--- config.mk ---
export PLATFORM = sky130hd
export DESIGN_NAME = vga_sync_gen_flat
export DESIGN_NICKNAME = d
export VERILOG_FILES = /design/src/rtl/vga_sync_if.sv /design/src/rtl/vga_sync_gen.sv /design/src/flat_wrapper.sv
export SDC_FILE = /design/constraint.sdc
export NUM_CORES = 1
export LEC_CHECK = 0
export CAP_MARGIN = 20
export CORE_UTILIZATION = 30
export CTS_BUF_LIST = sky130_fd_sc_hd__clkbuf_4 sky130_fd_sc_hd__clkbuf_8 sky130_fd_sc_hd__clkbuf_16
export CTS_CLUSTER_DIAMETER = 40
export DETAILED_ROUTE_END_ITERATION = 6
export PLACE_DENSITY = 0.52
export SYNTH_ARGS = -nofsm -noshare
export SYNTH_HDL_FRONTEND = slang
export SYNTH_SLANG_ARGS = --single-unit
--- constraint.sdc ---
create_clock -name clk -period 1.9 [get_ports clk]
set_input_delay 0.285 -clock clk [delete_from_list [all_inputs] [get_ports clk]]
set_output_delay 0.285 -clock clk [all_outputs]
set_load 0.02 [all_outputs]
--- src/rtl/vga_sync_if.sv ---
// Video timing bundle from the sync generator to its consumers
// (text RAM, font ROM, interrupt logic).
interface vga_sync_if;
    logic       h_sync;
    logic       v_sync;
    logic       active;
    logic       blanking_start;
    logic [9:0] x;
    logic [9:0] y;

    modport master (
        output h_sync, v_sync, active, blanking_start, x, y
    );

    modport slave (
        input  h_sync, v_sync, active, blanking_start, x, y
    );
endinterface

--- src/rtl/vga_sync_gen.sv ---
// Pixel/line counter with registered sync, active-video and start-of-blanking flags.
// The flags are decoded from the next-state counters, so they line up with the registered x/y.
module vga_sync_gen #(
    parameter int unsigned H_ACTIVE = 640,
    parameter int unsigned H_FRONT  = 16,
    parameter int unsigned H_SYNC   = 96,
    parameter int unsigned H_BACK   = 48,
    parameter int unsigned V_ACTIVE = 480,
    parameter int unsigned V_FRONT  = 10,
    parameter int unsigned V_SYNC   = 2,
    parameter int unsigned V_BACK   = 33,
    parameter bit          SYNC_POL = 1'b0
) (
    input  logic       clk,
    input  logic       rst_n,
    vga_sync_if.master vid_o
);
    localparam int unsigned H_TOTAL = H_ACTIVE + H_FRONT + H_SYNC + H_BACK;
    localparam int unsigned V_TOTAL = V_ACTIVE + V_FRONT + V_SYNC + V_BACK;

    localparam logic [9:0]  H_LAST     = 10'(H_TOTAL - 1);
    localparam logic [9:0]  V_LAST     = 10'(V_TOTAL - 1);
    // Boundaries are 11 bits wide because a region end may equal 1024.
    localparam logic [10:0] H_ACT_END  = 11'(H_ACTIVE);
    localparam logic [10:0] H_SYNC_BEG = 11'(H_ACTIVE + H_FRONT);
    localparam logic [10:0] H_SYNC_END = 11'(H_ACTIVE + H_FRONT + H_SYNC);
    localparam logic [10:0] V_ACT_END  = 11'(V_ACTIVE);
    localparam logic [10:0] V_SYNC_BEG = 11'(V_ACTIVE + V_FRONT);
    localparam logic [10:0] V_SYNC_END = 11'(V_ACTIVE + V_FRONT + V_SYNC);

    logic [9:0]  x_q, x_d;
    logic [9:0]  y_q, y_d;
    logic        h_sync_q, h_sync_d;
    logic        v_sync_q, v_sync_d;
    logic        active_q, active_d;
    logic        blank_start_q, blank_start_d;
    logic        h_wrap;
    logic [10:0] x_ext;
    logic [10:0] y_ext;

    always_comb begin
        h_wrap = (x_q == H_LAST);
        x_d    = h_wrap ? 10'd0 : x_q + 10'd1;
        y_d    = y_q;
        if (h_wrap) begin
            y_d = (y_q == V_LAST) ? 10'd0 : y_q + 10'd1;
        end

        x_ext = {1'b0, x_d};
        y_ext = {1'b0, y_d};

        active_d      = (x_ext < H_ACT_END) && (y_ext < V_ACT_END);
        h_sync_d      = ((x_ext >= H_SYNC_BEG) && (x_ext < H_SYNC_END)) ? SYNC_POL : ~SYNC_POL;
        v_sync_d      = ((y_ext >= V_SYNC_BEG) && (y_ext < V_SYNC_END)) ? SYNC_POL : ~SYNC_POL;
        blank_start_d = (x_d == 10'd0) && (y_ext == V_ACT_END);
    end

    // Reset parks the counters on the last pixel so the first edge lands on (0,0).
    always_ff @(posedge clk or negedge rst_n) begin
        if (!rst_n) begin
            x_q           <= H_LAST;
            y_q           <= V_LAST;
            h_sync_q      <= ~SYNC_POL;
            v_sync_q      <= ~SYNC_POL;
            active_q      <= 1'b0;
            blank_start_q <= 1'b0;
        end else begin
            x_q           <= x_d;
            y_q           <= y_d;
            h_sync_q      <= h_sync_d;
            v_sync_q      <= v_sync_d;
            active_q      <= active_d;
            blank_start_q <= blank_start_d;
        end
    end

    assign vid_o.x              = x_q;
    assign vid_o.y              = y_q;
    assign vid_o.h_sync         = h_sync_q;
    assign vid_o.v_sync         = v_sync_q;
    assign vid_o.active         = active_q;
    assign vid_o.blanking_start = blank_start_q;
endmodule

--- src/flat_wrapper.sv ---
// flat-port wrapper written by rule: the top's interface ports become plain ports
module vga_sync_gen_flat 
#(
    parameter int unsigned H_ACTIVE = 640,
    parameter int unsigned H_FRONT  = 16,
    parameter int unsigned H_SYNC   = 96,
    parameter int unsigned H_BACK   = 48,
    parameter int unsigned V_ACTIVE = 480,
    parameter int unsigned V_FRONT  = 10,
    parameter int unsigned V_SYNC   = 2,
    parameter int unsigned V_BACK   = 33,
    parameter bit          SYNC_POL = 1'b0
)
  (clk, rst_n, vid_o_h_sync, vid_o_v_sync, vid_o_active, vid_o_blanking_start, vid_o_x, vid_o_y);
  vga_sync_if vid_o_i ();
  input  logic clk;
  input  logic rst_n;
  output wire logic [$bits(vid_o_i.h_sync)-1:0] vid_o_h_sync;
  output wire logic [$bits(vid_o_i.v_sync)-1:0] vid_o_v_sync;
  output wire logic [$bits(vid_o_i.active)-1:0] vid_o_active;
  output wire logic [$bits(vid_o_i.blanking_start)-1:0] vid_o_blanking_start;
  output wire logic [$bits(vid_o_i.x)-1:0] vid_o_x;
  output wire logic [$bits(vid_o_i.y)-1:0] vid_o_y;
  assign vid_o_h_sync = vid_o_i.h_sync;
  assign vid_o_v_sync = vid_o_i.v_sync;
  assign vid_o_active = vid_o_i.active;
  assign vid_o_blanking_start = vid_o_i.blanking_start;
  assign vid_o_x = vid_o_i.x;
  assign vid_o_y = vid_o_i.y;
  vga_sync_gen #(.H_ACTIVE(H_ACTIVE), .H_FRONT(H_FRONT), .H_SYNC(H_SYNC), .H_BACK(H_BACK), .V_ACTIVE(V_ACTIVE), .V_FRONT(V_FRONT), .V_SYNC(V_SYNC), .V_BACK(V_BACK), .SYNC_POL(SYNC_POL)) u_core (.clk(clk), .rst_n(rst_n), .vid_o(vid_o_i));
endmodule
==> run summary <==
Status -> finished with violations
Violated checks -> negative setup slack
Clock power frac -> 0.402
Top delay family on crit path -> simple AND/OR/NAND/NOR gates
Fmax -> 501 MHz
DP HPWL -> 3360 µm
Pre-CTS setup slack -> -0.128 ns
Area growth syn-to-layout -> 54.3%
Rel. slew slack -> 0.711
Fraction of layout instances using a drive strength above 1 -> 0.412
Crit-path slowest cell -> dfstp_2
Largest net degree at the start of global routing -> 25
Min Tclk post-route -> 2.00 ns
Cts hold-fix bufs -> 0
Grt ovf -> 0
Int Pwr -> 700 µW
CP max stage delay -> 0.56 ns
YS warnings -> 0
DRC violations left -> 0
Syn Area/Cell -> 9.66 µm²
Crit-path max FO -> 4
Post-synth EDFFs -> 0
Pre-Repair DR Iteration Count -> 4
Min-delay worst type -> in -> async
Comb pwr share -> 0.016
Antenna diodes -> 0
Cts bufs inserted -> 3
Clock Sinks -> 24
I/O pin count -> 26
Die area -> 0.00557 mm²
Nets -> 240
Placed Cells -> 292
Maximum clock insertion buffer count -> 2
CP endpoint kind -> flop
Psw -> 180 µW
GPL Wtd Cong -> 0.806
Final Hold Viols -> 0
Worst Skew -> 0.00385 ns
Port-buffer cells -> 25
Core Box Area -> 0.00511 mm²
Routed Antenna Nets -> 0
Worst Path Required -> 2.09 ns
PwrDens -> 360 mW/mm²
# setup viols final -> 4
Drt total wl -> 4490 µm
Final Non-Filler Cells -> 303
CTS Root Cell -> clkbuf_8
Clock H-tree levels -> 1
Vias in the first global route -> 1579
Leakage power -> 1.06 nW
Clock latency on the worst-skew pair -> 0.27 ns
Worst-margin pin slew -> 0.430 ns
Antenna violations before repair -> 0
Pwr Total -> 880 µW
Worst R2R End -> u_core.vid_o.h_sync
Routed length per instance -> 14.8 µm
Fill count -> 516
Vias -> 1520
Setup TNS -> -0.270 ns
CTS tree -> yes
Ys async rst share -> 1.00
Flop pwr share -> 0.582
Fin crit share -> 1.05
Crit path to -> u_core.vid_o.h_sync
Worst Reg-to-Reg Cells -> 5
Maximum vdd drop -> 0.217 mV
CP Data Arrival Time -> 2.18 ns
Iter 0 DRT Violations -> 46
Total track usage -> 0.175
CP Launch Type -> flop
Crit-path cells -> ha_4 -> nand4_4 -> o32ai_1 -> nor3_2 -> or4_1
Syn Inst Count -> 164
Chip height -> 74.7 µm
Critical path class -> reg -> reg
Worst R2R Start -> u_core.vid_o.x[1]
Worst Setup SP -> u_core.vid_o.x[1]
Register bit total from synthesis -> 24
CP Depth -> 5
Register area share after synthesis -> 0.389
Via density -> 5.02
Worst Path Buf+Inv -> 0
Ys flop type -> dfstp_2
First-pass GRT wire length -> 7410 µm
Cell Area, Synth -> 0.00158 mm²
Syn_nets -> 170
RSZ-0062 raised after global routing -> yes
Row count -> 26
Reg clk slew, reported paths -> 0.09 ns
Switching Fraction -> 0.204
Max-Cap Viols -> 0
Die Width -> 74.7 µm
Initial core utilization -> 0.310
Netlist cell types -> 54
Reg-to-reg slack, setup -> -0.1 ns
Setup ws final -> -0.0964 ns
Max Slew Vio Count -> 0
-- how the worst min path moves through the flow --
stage / end / slack [ns]
2_1_floorplan: u_core.vid_o.active / -0.01
3_3_place_gp: u_core.vid_o.y[8] / 0.56
3_5_place_dp: u_core.vid_o.y[2] / 0.57
4_1_cts: u_core.vid_o.x[7] / 0.40
5_1_grt: u_core.vid_o.blanking_start / 0.40
6_report: u_core.vid_o.x[7] / 0.39
-- layout by cell type (no fill, tap or decap), types with 3 or more instances in the layout --
cell type,netlist,routed
clkdlybuf4s50_1,0,18
xor2_1,4,4
dlymetal6s2s_1,0,5
inv_1,6,6
nor4_4,1,3
buf_4,3,47
dfrtp_1,12,12
dfstp_2,12,12
o31ai_1,4,3
o21ai_0,6,5
nand3_1,11,11
nand2_1,15,13
nand4_1,4,4
nor2_1,10,9
clkbuf_8,0,4
o21a_1,4,3
xnor2_1,9,8
and4_1,3,3
-- logic make-up after synthesis --
logic type | count (synthesis) | share of synthesized area
adder cells (fa/ha/maj) | 4 | 0.0316
AO/OA/AOI/OAI | 33 | 0.163
multiplexers | 1 | 0.00711
buffers and inverters | 17 | 0.0561
XOR/XNOR | 13 | 0.0719
flip-flops | 24 | 0.389
AND/OR/NAND/NOR | 72 | 0.282
-- state kept, by name (all words and copies together), names as in the netlist --
register and cells:
u_core.vid_o.x 10, u_core.vid_o.y 10, u_core.vid_o.active 1, u_core.vid_o.blanking_start 1, u_core.vid_o.v_sync 1, u_core.vid_o.h_sync 1
-- worst reg2reg max path, stage by stage, from the launching register on --
cell and delay (ns):
dfstp_2 0.56, ha_4 0.17, nand4_4 0.11, o32ai_1 0.40
nor3_2 0.12, or4_1 0.55
-- cell usage after synthesis (2+ instances only) --
cell type	instances	area, µm²
o21ai_0	6	30.0
a31oi_1	2	12.5
a21oi_1	2	10.0
or4_1	3	22.5
ha_1	4	50.1
xnor2_1	9	78.8
a21o_1	2	15.0
a211oi_1	2	15.0
buf_4	3	22.5
dfstp_2	12	315
nor2_1	10	37.5
inv_1	6	22.5
dfrtp_1	12	300
and4_1	3	26.3
clkbuf_1	2	7.51
buf_2	5	25.0
xor2_1	4	35.0
nor4_1	5	31.3
nand3_1	11	55.1
o31ai_1	4	30.0
nand4_1	4	25.0
nor3_1	4	20.0
o21a_1	4	30.0
nand2_1	15	56.3
-- layer usage --
metal  share of wire  track usage  routed length, µm  up-vias
met5               0            0                  0        -
met4           0.015       0.0482                 68        0
met3           0.022       0.0214                101        9
met2            0.51        0.314               2310       27
met1            0.45        0.223               2010      749
li1                -            -                  -      735
-- what timing repair did --
action	4_1_cts	5_1_grt
gates resized for setup	4	20
setup endpoints to repair	12	15
setup buffers	4	3
pin swaps	1	7
endpoints found under the hold margin	0	0
-- power groups by stage --
stage | registers, mW | logic [mW] | clock network [mW]
after CTS | 0.512 | 0.0150 | 0.370
after detailed placement | 0.521 | 0.0148 | 0
after global placement | 0.521 | 0.0139 | 0
after floorplan | 0.521 | 0.000000334 | 0
final | 0.512 | 0.0142 | 0.354
after global routing | 0.512 | 0.0156 | 0.384
-- through the flow --
| step | utilization | area [µm²] | hold slack [ns] |
|---|---|---|---|
| 2_1_floorplan | - | 1650 | -0.0106 |
| 3_3_place_gp | 0.438 | 2240 | 0.558 |
| 3_5_place_dp | 0.438 | 2240 | 0.567 |
| 4_1_cts | 0.456 | 2330 | 0.403 |
| 5_1_grt | 0.479 | 2440 | 0.401 |
| 6_report | 0.479 | 2440 | 0.394 |
-- final cells by class --
type	count	area, µm²	area share
clock buffers	4	55.1	0.0225
repair buffers	76	671	0.274
multi-input cells	123	993	0.406
inverters	6	22.5	0.00921
flip-flops and latches	24	616	0.252
well taps	70	87.6	0.0358
(Power assumes the default switching activity.)
